File: src/rtl/int_mul_add.sv
// Multi-cycle shift-add unsigned multiply with addend: product = multiplicand * multiplier + addend.
// Fixed WIDTH-cycle latency; start is ignored while busy (ready=0), result and done are registered.
module int_mul_add #(
   parameter int WIDTH = 8
) (
   input  logic               clk,
   input  logic               rst,
   input  logic               start,
   input  logic [WIDTH-1:0]   multiplicand,
   input  logic [WIDTH-1:0]   multiplier,
   input  logic [WIDTH-1:0]   addend,
   output logic [2*WIDTH-1:0] product,
   output logic               ovf,
   output logic               ready,
   output logic               done
);

   localparam int CW = $clog2(WIDTH + 1);

   typedef enum logic {IDLE, RUN} state_t;

   state_t             state, state_nxt;
   logic [2*WIDTH-1:0] acc;
   logic [2*WIDTH-1:0] mreg;
   logic [WIDTH-1:0]   breg;
   logic [CW-1:0]      cnt;
   logic [2*WIDTH-1:0] sum;
   logic               last;
   logic               accept;

   // acc cannot exceed 2^(2W) - 2^W, so the sum needs no carry bit
   assign sum    = breg[0] ? acc + mreg : acc;
   assign last   = (cnt == CW'(1));
   assign accept = (state == IDLE) && start;

   always_ff @(posedge clk or negedge rst) begin
      if (!rst) state <= IDLE;
      else      state <= state_nxt;
   end

   always_comb begin
      state_nxt = state;
      case (state)
         IDLE:    if (start) state_nxt = RUN;
         RUN:     if (last)  state_nxt = IDLE;
         default: state_nxt = IDLE;
      endcase
   end

   always_comb begin
      ready = (state == IDLE);
   end

   always_ff @(posedge clk or negedge rst) begin
      if (!rst) begin
         acc     <= '0;
         mreg    <= '0;
         breg    <= '0;
         cnt     <= '0;
         product <= '0;
         ovf     <= 1'b0;
         done    <= 1'b0;
      end else begin
         done <= 1'b0;
         if (accept) begin
            acc  <= {{WIDTH{1'b0}}, addend};
            mreg <= {{WIDTH{1'b0}}, multiplicand};
            breg <= multiplier;
            cnt  <= CW'(WIDTH);
         end else if (state == RUN) begin
            acc  <= sum;
            mreg <= {mreg[2*WIDTH-2:0], 1'b0};
            breg <= {1'b0, breg[WIDTH-1:1]};
            cnt  <= cnt - CW'(1);
            if (last) begin
               product <= sum;
               ovf     <= |sum[2*WIDTH-1:WIDTH];
               done    <= 1'b1;
            end
         end
      end
   end

endmodule
File: config.mk
export PLATFORM = sky130hd
export DESIGN_NAME = int_mul_add
export DESIGN_NICKNAME = d
export VERILOG_FILES = /design/src/rtl/int_mul_add.sv
export SDC_FILE = /design/constraint.sdc
export NUM_CORES = 1
export LEC_CHECK = 0
export ABC_AREA = 1
export CORE_MARGIN = 4
export CORE_UTILIZATION = 40
export CTS_CLUSTER_SIZE = 40
export DETAILED_ROUTE_END_ITERATION = 16
export HOLD_SLACK_MARGIN = 0.03
export SYNTH_ARGS = -nofsm -noshare
export SYNTH_HDL_FRONTEND = slang
export SYNTH_SLANG_ARGS = --single-unit
export TNS_END_PERCENT = 20
File: constraint.sdc
create_clock -name clk -period 1.9 [get_ports clk]
set_input_delay 0.38 -clock clk [delete_from_list [all_inputs] [get_ports clk]]
set_output_delay 0.38 -clock clk [all_outputs]
set_load 0.05 [all_outputs]
==> metrics.txt <==
P_leak 2.47 nW; WS Path Type flip-flop to flip-flop; reg-to-reg startpoint mreg[0]$_DFFE_PN0P_; Gate Count Post-Synth 478; first-pass GRT wire length 16.3 mm; setup_tns -0.229 ns; Req. time, crit path 2.14 ns; PwrDens 1890 nW/um^2; post-route antenna net violation count 0; DRT met1 WL 4.64 mm; met3 wire len 346 um; die span in x 103 um; worst min-delay path category input pin to asynchronous set/reset pin; crit share post-route 104%; die area 10700 um^2; max cap viols 0; Crit Path Max Fanout 4; n_diodes 0; crit path DAT 2.21 ns; clk slew on worst S/H paths 0.09 ns; WHS 0.0506 ns; share of cells above drive strength 1 25.5%; Port Buf Inserts 45; core area 8810 um^2; run status complete, but fails checks; Pre-antenna DRT Iters 4; clk_skew 0.0144 ns; drc violations 0; Area Growth Syn to Fin 39.6%; initial antenna violation count 0; Critical Path End Type flip-flop; Post-Route WL 9.91 mm; effective utilization at floorplan 41.3%; Max rail drop VDD 1270 uV; GRT Util Overall 19.6%; root buffer cell clkbuf_8; failing checks setup timing; post-synthesis cell area 3640 um^2; std cell rows 34; die span in y 103 um; minimum clock period 1.98 ns; average wire per standard cell 14.6 um; register area share after synthesis 43.3%; ys flop type dfrtp_1; Worst-Margin Slew 0.508 ns; RSZ-0062 raised after global routing yes; ys async rst share 100%; post-synth top area cell dfrtp_1; Synth Area per Inst 7.62 um^2; max-slew violation count 0; GPL Wtd Cong 0.864; CTS tree built; drt via density 5.03; cell with the most instances after synthesis nand2_1; syn_nets 523; Yosys cell types 37; setup slack, reg-to-reg -0.08 ns; max_slew headroom 66.1%; routed length on met2 4.83 mm; Post-CTS Hold Fix Bufs 0; FF-to-FF path depth 12; final setup violation count 9; number of synthesized register bits 63; GRT overflow 0; most instantiated cells after synthesis 160 x nand2_1, 73 x inv_1, 63 x dfrtp_1; R2R Path End ovf$_DFFE_PN0P_; startpoint types flip-flop; clk_lat worst skew 0.35 ns; YS warnings 0; nets 612; Fin. Hold Viols 0; Post-synth EDFFs 0; Worst Slack Setup Final -0.0765 ns; DR vias 3422; H-tree depth 3; largest net degree at the start of global routing 64; IO Count 46; area share of the largest cell type after synthesis 43.3%; max frequency 506 MHz; TritonCTS buffer count 9; 1st-iter DRT viols 105; Synth area leaders dfrtp_1 43%, nand2_1 16%, inv_1 7.5%, ha_1 5.8%, nand3_1 3.4%; top sig layer met4; clock sink count 63; CTS max path bufs 2; hpwl dp 7.03 mm; vias in the first global route 3467
==> layer usage <==
| layer | up-vias | track usage, % |
|---|---|---|
| met1 | 1645 | 26.3 |
| li1 | 1719 | - |
| met5 | - | 0 |
| met4 | 0 | 4.88 |
| met3 | 7 | 3.69 |
| met2 | 51 | 32.7 |
==> metrics by stage <==
stage	cells	area, um^2	utilization [%]	setup slack [ns]	power (mW)
detailed placement	658	4480	50.9	-0.181	7.38
CTS	676	4800	54.6	-0.0725	8.98
global placement	658	4480	50.9	-0.148	7.30
floorplan	478	3640	-	0.0453	5.56
global route	680	5080	57.7	-0.181	10.3
finish	680	5080	57.7	-0.0765	9.60
==> cells by family (layout without fill, tap and decap cells) <==
group | Yosys count | after routing | synth area share [%]
adders and majority gates | 18 | 18 | 6.39
and+or+nand+nor | 224 | 224 | 25.9
DFF | 63 | 63 | 43.3
buffers and inverters | 89 | 183 | 9.48
AOI/OAI and AO/OA | 78 | 78 | 13.5
xor gates and xnor gates | 6 | 6 | 1.44
==> registers in the layout, indices dropped and copies added, names as in the netlist <==
| register | cells |
|---|---|
| product | 16 |
| breg | 8 |
| mreg | 16 |
| state | 1 |
| acc | 16 |
| cnt | 4 |
| done | 1 |
| ovf | 1 |
==> critical path, cell delays in order, from the launching register on <==
cell	delay, ns
dfrtp_1	0.39
ha_2	0.21
fa_2	0.40
nand3_4	0.11
nand3_4	0.08
nand3_2	0.09
nand4_1	0.10
nand3_2	0.12
nand3_2	0.09
nor2_2	0.11
nand3_1	0.08
nand2_1	0.07
inv_1	0.04
==> cells in the final DEF, fill, tap and decap left out, types with 2 or more instances in the layout <==
cell type          n
nand2_1          147
inv_1             73
dfrtp_1           60
buf_4             59
clkdlybuf4s50_1   26
o21ai_0           19
nand3_1           17
nand2_2           17
nor2_1            14
ha_4              13
o22ai_1           10
o221ai_1          10
clkbuf_8          10
a21oi_1            9
o211ai_1           8
nand3_2            8
nor2_2             7
o21ai_1            5
buf_12             5
xnor2_1            4
a31oi_1            3
nand4_1            3
o21ai_2            3
ha_1               3
dfrtp_2            3
a22oi_1            2
nand3_4            2
a21oi_2            2
and2_1             2
a221o_1            2
clkinvlp_4         2
bufinv_16          2
dlymetal6s2s_1     2
==> final cells by class <==
class	instances	area (um^2)
fill	831	3720
timing repair buffer	93	833
tap	108	135
clock buffer	10	138
clock inverter	6	92.6
sequential	63	1580
multi-input combinational	326	2030
inverter	74	278
==> what timing repair did <==
item	CTS	global route
resized for setup	18	47
setup buffers	2	4
endpoints found under the setup margin	12	26
pin swaps	5	11
==> where the power goes <==
| group | total (mW) | leakage, nW | internal (mW) | switching (mW) |
|---|---|---|---|---|
| combinational | 5.83 | 1.56 | 2.54 | 3.29 |
| sequential | 2.40 | 0.800 | 1.91 | 0.487 |
| clock | 1.36 | 0.109 | 0.781 | 0.580 |
==> worst max-delay path by stage <==
stage,startpoint,to,slack [ns],cells past startpoint
6_report,mreg[0]$_DFFE_PN0P_,ovf$_DFFE_PN0P_,-0.08,12
5_1_grt,mreg[0]$_DFFE_PN0P_,ovf$_DFFE_PN0P_,-0.18,14
4_1_cts,mreg[0]$_DFFE_PN0P_,ovf$_DFFE_PN0P_,-0.07,12
3_5_place_dp,acc[0]$_DFFE_PN0P_,ovf$_DFFE_PN0P_,-0.18,12
3_3_place_gp,acc[0]$_DFFE_PN0P_,ovf$_DFFE_PN0P_,-0.15,12
2_1_floorplan,acc[0]$_DFFE_PN0P_,ovf$_DFFE_PN0P_,0.05,14
No activity file was read; power rests on OpenSTA's default activity.
